$ cat src/rtl/lun_router_pkg.sv
// lun_router_pkg
//   Shared definitions for the USB-MSC LUN router: FSM state encoding,
//   SCSI-mappable error codes and a helper for drive-select widths.
package lun_router_pkg;

    typedef enum logic [2:0] {
        ST_IDLE  = 3'd0,
        ST_CHECK = 3'd1,
        ST_ISSUE = 3'd2,
        ST_WAIT  = 3'd3,
        ST_DONE  = 3'd4,
        ST_ERR   = 3'd5
    } state_e;

    localparam logic [2:0] ERR_NONE     = 3'd0;
    localparam logic [2:0] ERR_BAD_LUN  = 3'd1;
    localparam logic [2:0] ERR_NO_MEDIA = 3'd2;
    localparam logic [2:0] ERR_WPROT    = 3'd3;
    localparam logic [2:0] ERR_RANGE    = 3'd4;
    localparam logic [2:0] ERR_BACKEND  = 3'd5;
    localparam logic [2:0] ERR_TIMEOUT  = 3'd6;
    localparam logic [2:0] ERR_ILLEGAL  = 3'd7;

    // Select width for a drive type; never narrower than 1 bit.
    function automatic int sel_w(input int n);
        return (n > 2) ? $clog2(n) : 1;
    endfunction

endpackage

$ cat src/rtl/lun_decode.sv
// lun_decode
//   Combinational LUN decoder. FDD LUNs occupy 0..NUM_FDD-1, HDD LUNs follow.
//   Ports:
//     lun                          LUN to decode
//     fdd_/hdd_present, _wprot     per-drive status vectors
//     fdd_/hdd_capacity            flattened capacities, drive i at [32i+:32]
//     valid                        LUN exists
//     is_fdd                       LUN maps to the FDD port
//     idx                          drive index within its type
//     present/wprot/capacity       status of the addressed drive (0 if invalid)
module lun_decode
    import lun_router_pkg::*;
#(
    parameter int NUM_FDD = 2,
    parameter int NUM_HDD = 2,
    parameter int LUN_W   = 3,
    parameter int IDX_W   = 1
) (
    input  logic [LUN_W-1:0]       lun,
    input  logic [NUM_FDD-1:0]     fdd_present,
    input  logic [NUM_FDD-1:0]     fdd_write_prot,
    input  logic [NUM_FDD*32-1:0]  fdd_capacity,
    input  logic [NUM_HDD-1:0]     hdd_present,
    input  logic [NUM_HDD-1:0]     hdd_write_prot,
    input  logic [NUM_HDD*32-1:0]  hdd_capacity,
    output logic                   valid,
    output logic                   is_fdd,
    output logic [IDX_W-1:0]       idx,
    output logic                   present,
    output logic                   wprot,
    output logic [31:0]            capacity
);

    int lun_i;

    // Loops compare against every drive so an out-of-range LUN never
    // indexes past the end of a status vector.
    always_comb begin
        lun_i    = int'(lun);
        valid    = (lun_i < NUM_FDD + NUM_HDD);
        is_fdd   = (lun_i < NUM_FDD);
        idx      = '0;
        present  = 1'b0;
        wprot    = 1'b0;
        capacity = '0;
        for (int i = 0; i < NUM_FDD; i++) begin
            if (lun_i == i) begin
                idx      = IDX_W'(i);
                present  = fdd_present[i];
                wprot    = fdd_write_prot[i];
                capacity = fdd_capacity[32*i +: 32];
            end
        end
        for (int j = 0; j < NUM_HDD; j++) begin
            if (lun_i == NUM_FDD + j) begin
                idx      = IDX_W'(j);
                present  = hdd_present[j];
                wprot    = hdd_write_prot[j];
                capacity = hdd_capacity[32*j +: 32];
            end
        end
    end

endmodule

$ cat src/rtl/lun_drive_router.sv
// lun_drive_router
//   Routes SCSI block requests from the MSC engine onto the FDD or HDD HAL.
//   Each request is pre-checked (LUN, media, write-protect, LBA range),
//   issued with a 1-cycle strobe, then supervised for completion, abort and
//   watchdog timeout. All outputs are registered.
//   Ports:
//     clk, rst                     clock, synchronous active-high reset
//     lun_select/read_req/write_req/lba/sector_count   request from SCSI engine
//     abort                        cancel the op in WAIT
//     ready/done/error/err_code    handshake and result
//     fdd_*/hdd_* outputs          select/lba/count/read/write toward the HALs
//     fdd_done/fdd_error, hdd_*    backend completion pulses
//     *_present/*_write_prot/*_capacity   per-drive status
//     active_lun, router_state     debug visibility
module lun_drive_router
    import lun_router_pkg::*;
#(
    parameter int NUM_FDD     = 2,
    parameter int NUM_HDD     = 2,
    parameter int LUN_W       = 3,
    parameter int TIMEOUT_CYC = 2**24,
    parameter int TO_W        = 25
) (
    input  logic                          clk,
    input  logic                          rst,
    input  logic [LUN_W-1:0]              lun_select,
    input  logic                          read_req,
    input  logic                          write_req,
    input  logic [31:0]                   lba,
    input  logic [15:0]                   sector_count,
    input  logic                          abort,
    output logic                          ready,
    output logic                          done,
    output logic                          error,
    output logic [2:0]                    err_code,
    output logic [sel_w(NUM_FDD)-1:0]     fdd_select,
    output logic [31:0]                   fdd_lba,
    output logic [15:0]                   fdd_count,
    output logic                          fdd_read,
    output logic                          fdd_write,
    input  logic                          fdd_done,
    input  logic                          fdd_error,
    output logic [sel_w(NUM_HDD)-1:0]     hdd_select,
    output logic [31:0]                   hdd_lba,
    output logic [15:0]                   hdd_count,
    output logic                          hdd_read,
    output logic                          hdd_write,
    input  logic                          hdd_done,
    input  logic                          hdd_error,
    input  logic [NUM_FDD-1:0]            fdd_present,
    input  logic [NUM_FDD-1:0]            fdd_write_prot,
    input  logic [NUM_HDD-1:0]            hdd_present,
    input  logic [NUM_HDD-1:0]            hdd_write_prot,
    input  logic [NUM_FDD*32-1:0]         fdd_capacity,
    input  logic [NUM_HDD*32-1:0]         hdd_capacity,
    output logic [LUN_W-1:0]              active_lun,
    output logic [2:0]                    router_state
);

    localparam int FSEL_W = sel_w(NUM_FDD);
    localparam int HSEL_W = sel_w(NUM_HDD);
    localparam int IDX_W  = (FSEL_W > HSEL_W) ? FSEL_W : HSEL_W;
    localparam logic [TO_W-1:0] TO_LAST = TO_W'(TIMEOUT_CYC - 1);

    state_e              state_q, state_d;
    logic                ready_q, ready_d;
    logic                done_q, done_d;
    logic                error_q, error_d;
    logic [2:0]          err_code_q, err_code_d;
    logic [LUN_W-1:0]    lun_q, lun_d;
    logic [31:0]         lba_q, lba_d;
    logic [15:0]         cnt_q, cnt_d;
    logic                rd_q, rd_d;
    logic                wr_q, wr_d;
    logic [TO_W-1:0]     wd_q, wd_d;
    logic [FSEL_W-1:0]   fdd_select_q, fdd_select_d;
    logic [31:0]         fdd_lba_q, fdd_lba_d;
    logic [15:0]         fdd_count_q, fdd_count_d;
    logic                fdd_read_q, fdd_read_d;
    logic                fdd_write_q, fdd_write_d;
    logic [HSEL_W-1:0]   hdd_select_q, hdd_select_d;
    logic [31:0]         hdd_lba_q, hdd_lba_d;
    logic [15:0]         hdd_count_q, hdd_count_d;
    logic                hdd_read_q, hdd_read_d;
    logic                hdd_write_q, hdd_write_d;

    logic                dec_valid, dec_is_fdd, dec_present, dec_wprot;
    logic [IDX_W-1:0]    dec_idx;
    logic [31:0]         dec_cap;
    logic [32:0]         end_lba;
    logic                be_done, be_error;

    // Decode from the latched LUN; it is stable from CHECK through WAIT.
    lun_decode #(
        .NUM_FDD (NUM_FDD),
        .NUM_HDD (NUM_HDD),
        .LUN_W   (LUN_W),
        .IDX_W   (IDX_W)
    ) u_decode (
        .lun            (lun_q),
        .fdd_present    (fdd_present),
        .fdd_write_prot (fdd_write_prot),
        .fdd_capacity   (fdd_capacity),
        .hdd_present    (hdd_present),
        .hdd_write_prot (hdd_write_prot),
        .hdd_capacity   (hdd_capacity),
        .valid          (dec_valid),
        .is_fdd         (dec_is_fdd),
        .idx            (dec_idx),
        .present        (dec_present),
        .wprot          (dec_wprot),
        .capacity       (dec_cap)
    );

    // 33-bit end address so lba near 2^32 cannot wrap into range.
    assign end_lba  = {1'b0, lba_q} + {17'b0, cnt_q};
    assign be_done  = dec_is_fdd ? fdd_done  : hdd_done;
    assign be_error = dec_is_fdd ? fdd_error : hdd_error;

    always_comb begin
        state_d      = state_q;
        err_code_d   = err_code_q;
        lun_d        = lun_q;
        lba_d        = lba_q;
        cnt_d        = cnt_q;
        rd_d         = rd_q;
        wr_d         = wr_q;
        wd_d         = wd_q;
        fdd_select_d = fdd_select_q;
        fdd_lba_d    = fdd_lba_q;
        fdd_count_d  = fdd_count_q;
        hdd_select_d = hdd_select_q;
        hdd_lba_d    = hdd_lba_q;
        hdd_count_d  = hdd_count_q;
        fdd_read_d   = 1'b0;
        fdd_write_d  = 1'b0;
        hdd_read_d   = 1'b0;
        hdd_write_d  = 1'b0;

        case (state_q)
            ST_IDLE: begin
                if (read_req || write_req) begin
                    state_d    = ST_CHECK;
                    lun_d      = lun_select;
                    lba_d      = lba;
                    cnt_d      = sector_count;
                    rd_d       = read_req;
                    wr_d       = write_req;
                    err_code_d = ERR_NONE;
                end
            end
            ST_CHECK: begin
                if (rd_q && wr_q) begin
                    state_d = ST_ERR; err_code_d = ERR_ILLEGAL;
                end else if (!dec_valid) begin
                    state_d = ST_ERR; err_code_d = ERR_BAD_LUN;
                end else if (!dec_present) begin
                    state_d = ST_ERR; err_code_d = ERR_NO_MEDIA;
                end else if (wr_q && dec_wprot) begin
                    state_d = ST_ERR; err_code_d = ERR_WPROT;
                end else if (end_lba > {1'b0, dec_cap}) begin
                    state_d = ST_ERR; err_code_d = ERR_RANGE;
                end else if (cnt_q == 16'd0) begin
                    state_d = ST_DONE;
                end else begin
                    // Strobe registers here so it is high for the ISSUE cycle.
                    state_d = ST_ISSUE;
                    wd_d    = '0;
                    if (dec_is_fdd) begin
                        fdd_select_d = dec_idx[FSEL_W-1:0];
                        fdd_lba_d    = lba_q;
                        fdd_count_d  = cnt_q;
                        fdd_read_d   = rd_q;
                        fdd_write_d  = wr_q;
                    end else begin
                        hdd_select_d = dec_idx[HSEL_W-1:0];
                        hdd_lba_d    = lba_q;
                        hdd_count_d  = cnt_q;
                        hdd_read_d   = rd_q;
                        hdd_write_d  = wr_q;
                    end
                end
            end
            ST_ISSUE: begin
                // Watchdog counts from the issue cycle, so the timeout
                // error lands TIMEOUT_CYC cycles after the strobe.
                state_d = ST_WAIT;
                wd_d    = wd_q + 1'b1;
            end
            ST_WAIT: begin
                if (abort) begin
                    state_d = ST_ERR; err_code_d = ERR_ILLEGAL;
                end else if (be_error) begin
                    state_d = ST_ERR; err_code_d = ERR_BACKEND;
                end else if (be_done) begin
                    state_d = ST_DONE;
                end else if (wd_q == TO_LAST) begin
                    state_d = ST_ERR; err_code_d = ERR_TIMEOUT;
                end else begin
                    wd_d = wd_q + 1'b1;
                end
            end
            ST_DONE: state_d = ST_IDLE;
            ST_ERR:  state_d = ST_IDLE;
            default: state_d = ST_IDLE;
        endcase

        ready_d = (state_d == ST_IDLE);
        done_d  = (state_d == ST_DONE);
        error_d = (state_d == ST_ERR);
    end

    always_ff @(posedge clk) begin
        if (rst) begin
            state_q      <= ST_IDLE;
            ready_q      <= 1'b1;
            done_q       <= 1'b0;
            error_q      <= 1'b0;
            err_code_q   <= ERR_NONE;
            lun_q        <= '0;
            lba_q        <= '0;
            cnt_q        <= '0;
            rd_q         <= 1'b0;
            wr_q         <= 1'b0;
            wd_q         <= '0;
            fdd_select_q <= '0;
            fdd_lba_q    <= '0;
            fdd_count_q  <= '0;
            fdd_read_q   <= 1'b0;
            fdd_write_q  <= 1'b0;
            hdd_select_q <= '0;
            hdd_lba_q    <= '0;
            hdd_count_q  <= '0;
            hdd_read_q   <= 1'b0;
            hdd_write_q  <= 1'b0;
        end else begin
            state_q      <= state_d;
            ready_q      <= ready_d;
            done_q       <= done_d;
            error_q      <= error_d;
            err_code_q   <= err_code_d;
            lun_q        <= lun_d;
            lba_q        <= lba_d;
            cnt_q        <= cnt_d;
            rd_q         <= rd_d;
            wr_q         <= wr_d;
            wd_q         <= wd_d;
            fdd_select_q <= fdd_select_d;
            fdd_lba_q    <= fdd_lba_d;
            fdd_count_q  <= fdd_count_d;
            fdd_read_q   <= fdd_read_d;
            fdd_write_q  <= fdd_write_d;
            hdd_select_q <= hdd_select_d;
            hdd_lba_q    <= hdd_lba_d;
            hdd_count_q  <= hdd_count_d;
            hdd_read_q   <= hdd_read_d;
            hdd_write_q  <= hdd_write_d;
        end
    end

    assign ready        = ready_q;
    assign done         = done_q;
    assign error        = error_q;
    assign err_code     = err_code_q;
    assign fdd_select   = fdd_select_q;
    assign fdd_lba      = fdd_lba_q;
    assign fdd_count    = fdd_count_q;
    assign fdd_read     = fdd_read_q;
    assign fdd_write    = fdd_write_q;
    assign hdd_select   = hdd_select_q;
    assign hdd_lba      = hdd_lba_q;
    assign hdd_count    = hdd_count_q;
    assign hdd_read     = hdd_read_q;
    assign hdd_write    = hdd_write_q;
    assign active_lun   = lun_q;
    assign router_state = state_q;

endmodule

$ cat config.mk
export PLATFORM = sky130hd
export DESIGN_NAME = lun_drive_router
export DESIGN_NICKNAME = d
export VERILOG_FILES = /design/src/rtl/lun_router_pkg.sv /design/src/rtl/lun_decode.sv /design/src/rtl/lun_drive_router.sv
export SDC_FILE = /design/constraint.sdc
export NUM_CORES = 1
export LEC_CHECK = 0
export CAP_MARGIN = 0
export CORE_UTILIZATION = 58
export DETAILED_ROUTE_END_ITERATION = 7
export DONT_BUFFER_PORTS = 1
export HOLD_SLACK_MARGIN = 0.1
export PLACE_DENSITY_LB_ADDON = 0.08
export SLEW_MARGIN = 20
export SYNTH_ARGS = -nofsm -noshare
export SYNTH_HDL_FRONTEND = slang
export SYNTH_SLANG_ARGS = --single-unit
$ cat constraint.sdc
create_clock -name clk -period 4.21 [get_ports clk]
set_input_delay 0.842 -clock clk [delete_from_list [all_inputs] [get_ports clk]]
set_output_delay 0.842 -clock clk [all_outputs]
set_load 0.1 [all_outputs]
==> key figures, run 1 <==
STA
  • Slew HR: 25.1%
  • Fin. Hold Viols: 0
  • Fmax: 224 MHz
  • Setup violations, final: 118
  • RSZ-0062 raised after global routing: true
  • Max Slew Vio Count: 0
  • Slew @ Worst Pin: 1.12 ns
  • Final period util: 106%
  • Final setup TNS: -9.32 ns
  • Worst setup margin: -0.257 ns
  • Clock Skews: 0.0117 ns
  • Min Clock Period, post-route: 4.47 ns

Finish
  • # nets final: 1394
  • Area growth syn-to-layout: 23.9%
  • Layout Cells excl Fill: 1382
  • Share of cells above drive strength 1: 22.6%

Global routing
  • Initial antenna violation count: 3
  • Vias in the first global route: 7788
  • Total track usage: 32.2%
  • GRT overflow: 0
  • Largest net degree at the start of global routing: 167
  • First-pass GRT wire length: 43600 um

Die
  • I/O pins: 310
  • Die X: 132 um
  • Placement row count: 47
  • Die Area: 17500 um^2
  • Die Span Y: 132 um
  • Core Area: 16600 um^2
  • Initial Util: 59.2%

Power and ir drop
  • P_leak: 5.29 nW
  • Worst VDD drop: 0.368 mV
  • PwrDens: 625 nW/um^2

Logic synthesis
  • Post-synth EDFFs: 0
  • Cells after synthesis: 1074
  • Most instantiated cells after synthesis: dfxtp_1 (189), nand2_1 (141), nor2_1 (135)
  • Area leader, netlist: dfxtp_1
  • Synth top area share: 38.5%
  • Unique cell type count in the Yosys netlist: 57
  • Main synth FF type: dfxtp_1
  • Syn avg cell area: 9.14 um^2
  • Post-synthesis sequential area ratio: 38.5%
  • Synth top area cells: dfxtp_1 (39%), mux2i_1 (11%), mux4_2 (7.8%)
  • Synthesized area: 9820 um^2
  • Count leader, synth: dfxtp_1
  • Yosys reg bits: 189
  • Yosys warns: 0
  • Synthesized Nets: 1320
  • Asr flop ratio synth: 0%

Routing
  • WL/cell: 21.6 um
  • First-pass DRT Iterations: 5
  • Initial DRC Count: 661
  • Vias per std cell: 6.08
  • Via count: 8398
  • Drt drc: 0
  • ANT nets after route: 0
  • Routed wire length: 29800 um

Worst setup path
  • Worst-path cell chain: buf_6, fa_2, a211oi_2, o21a_2, a211oi_4, or3_4, nand2_4, xnor2_2, ha_1, nand4_1, nor4_2, a21oi_1, a31oi_1, o21ai_2, buf_4, and3_4, nand2_8, buf_12, buf_12, buf_16, mux2i_1, nor2_1
  • Crit path capture type: flip-flop
  • Reg2Reg Launch Point: cnt_q[1]$_SDFFE_PP0P_
  • Crit path buffers/inverters: 5
  • Crit Path Category: flip-flop to flip-flop
  • CP top delay family: simple AND/OR/NAND/NOR gates
  • Max stage delay on crit path: 0.43 ns
  • Worst Setup SP: cnt_q[1]$_SDFFE_PP0P_
  • Setup crit start kind: flip-flop
  • CP max FO: 5
  • Worst path required time: 4.53 ns
  • Worst path most repeated cell: buf_12
  • CP arrival: 4.79 ns
  • R2R Setup Slk: -0.26 ns
  • Critical-path top delay cell: or3_4

Placement
  • GPL Wtd Cong: 0.913
  • IO Port Bufs: 0
  • Post-DP HPWL: 20200 um
  • Placed cells: 1317

Clock tree
  • CTS tree: built
  • Clock Path Buffers: 2
  • CTS sink cnt: 189
  • Clk slew on worst S/H paths: 0.08 ns
  • CTS root buf: clkbuf_16
  • CTS Buf Count: 17
  • Clock Latency Late Sink: 0.44 ns
  • H-Tree Depth: 4

Outcome
  • Status: finished, violations left
  • Failing checks: negative setup slack

Job
  • Max cap viols: 0

Worst hold path
  • Hold Crit Class: flip-flop to flip-flop
  • HP Start: wd_q[15]$_SDFFE_PP0P_
## area by class of cell
cell class | instances | area (um^2)
Inverter | 14 | 52.6
Clock buffer | 17 | 425
Antenna cell | 1 | 2.50
Fill cell | 1234 | 4420
Timing Repair Buffer | 115 | 1240
Sequential cell | 189 | 3800
Clock inverter | 15 | 170
Multi-Input combinational cell | 811 | 6190
Tap cell | 220 | 275
## logic make-up after synthesis
family / Yosys count / share of synthesized area (%)
multiplexers: 138 / 18.4
XOR/XNOR: 41 / 3.66
AO/OA/AOI/OAI: 163 / 10.0
flip-flops: 189 / 38.5
buffers and inverters: 75 / 3.10
adder cells (fa/ha/maj): 50 / 6.45
AND/OR/NAND/NOR: 418 / 19.8
## routing by layer
| metal | global-route usage [%] | part of all wire, % | vias up |
|---|---|---|---|
| met5 | 0 | 0.12 | - |
| met1 | 40.8 | 40 | 4024 |
| li1 | - | - | 3935 |
| met4 | 12.1 | 2.7 | 6 |
| met3 | 9.57 | 8.2 | 65 |
| met2 | 51.8 | 49 | 368 |
## state kept, by name, indices dropped and copies added (netlist names), 3 cells and up
register	flops
hdd_count	16
cnt_q	16
err_code	3
hdd_lba	32
fdd_count	16
wd_q	25
router_state	3
active_lun	3
fdd_lba	32
lba_q	32
## placed cells by master (no fill, tap or decap), types with 4 or more instances in the layout
master,instances
nand2b_1,41
xor2_1,5
nor3_1,9
dfxtp_2,5
a21oi_1,89
a21oi_2,10
buf_12,11
buf_4,77
o21ai_0,15
or3_1,5
and3_1,4
nor2_1,129
nand3_1,16
clkbuf_16,21
nand4_1,16
xnor2_1,34
dfxtp_1,181
clkinv_8,4
o21ai_1,4
mux2i_1,100
nor2b_1,5
and2_1,4
nand2_1,137
buf_8,5
o21a_1,4
buf_6,14
a21o_1,6
ha_4,4
and4_1,4
mux4_2,34
nor4_1,7
or3_4,4
a31oi_1,4
mux2i_2,4
nor4b_4,4
nor4_4,4
ha_1,45
inv_1,14
buf_16,4
## final timing paths
check                                  to  cells past startpoint
setup / recovery  hdd_lba[1]$_SDFFE_PP0P_                     22
hold / removal      wd_q[15]$_SDFFE_PP0P_                      2
setup reg to reg  hdd_lba[1]$_SDFFE_PP0P_                     22
hold reg to reg     wd_q[15]$_SDFFE_PP0P_                      2
## power breakdown
| group | internal [mW] | total, mW | leakage (nW) | switching [mW] |
|---|---|---|---|---|
| Sequential | 2.01 | 2.70 | 1.54 | 0.693 |
| Combinational | 1.47 | 3.29 | 3.47 | 1.82 |
| Clock | 0.801 | 1.62 | 0.284 | 0.815 |
## timing repair
item,CTS,global route
setup buffers,10,14
gates cloned,4,6
gates resized for setup,22,79
pin swaps,26,35
endpoints found under the setup margin,110,132
hold buffers,0,0
## metrics by stage
stage | util [%] | hold slack, ns | power [mW] | setup slack, ns | area, um^2
6_report | 73.3 | 0.493 | 7.61 | -0.257 | 12200
3_3_place_gp | 64.4 | 0.469 | 5.56 | -0.157 | 10700
2_1_floorplan | - | 0.454 | 4.65 | -0.0153 | 9910
4_1_cts | 69.8 | 0.465 | 7.27 | -0.165 | 11600
5_1_grt | 73.3 | 0.469 | 8.00 | -0.463 | 12200
3_5_place_dp | 64.4 | 0.482 | 5.60 | -0.223 | 10700
## worst reg2reg max path, delay by kind of cell, from the launching register on
family / cells / cell delay (ns)
compound gates: 6 / 0.88
xor+xnor: 1 / 0.06
fa+ha+maj: 2 / 0.67
buf+inv: 5 / 0.64
flops: 1 / 0.37
mux: 1 / 0.22
simple gates: 7 / 1.51
(Power assumes the default switching activity.)
==> inputs of run 2 (changes only) <==
--- a/config.mk
+++ b/config.mk
@@ -9,6 +9,7 @@
 export CORE_UTILIZATION = 58
 export DETAILED_ROUTE_END_ITERATION = 7
 export DONT_BUFFER_PORTS = 1
+export GPL_ROUTABILITY_DRIVEN = 0
 export HOLD_SLACK_MARGIN = 0.1
 export PLACE_DENSITY_LB_ADDON = 0.08
 export SLEW_MARGIN = 20
==> results of run 2 <==
Same layout as run 1: the final DEF is identical, and so are final timing and power.
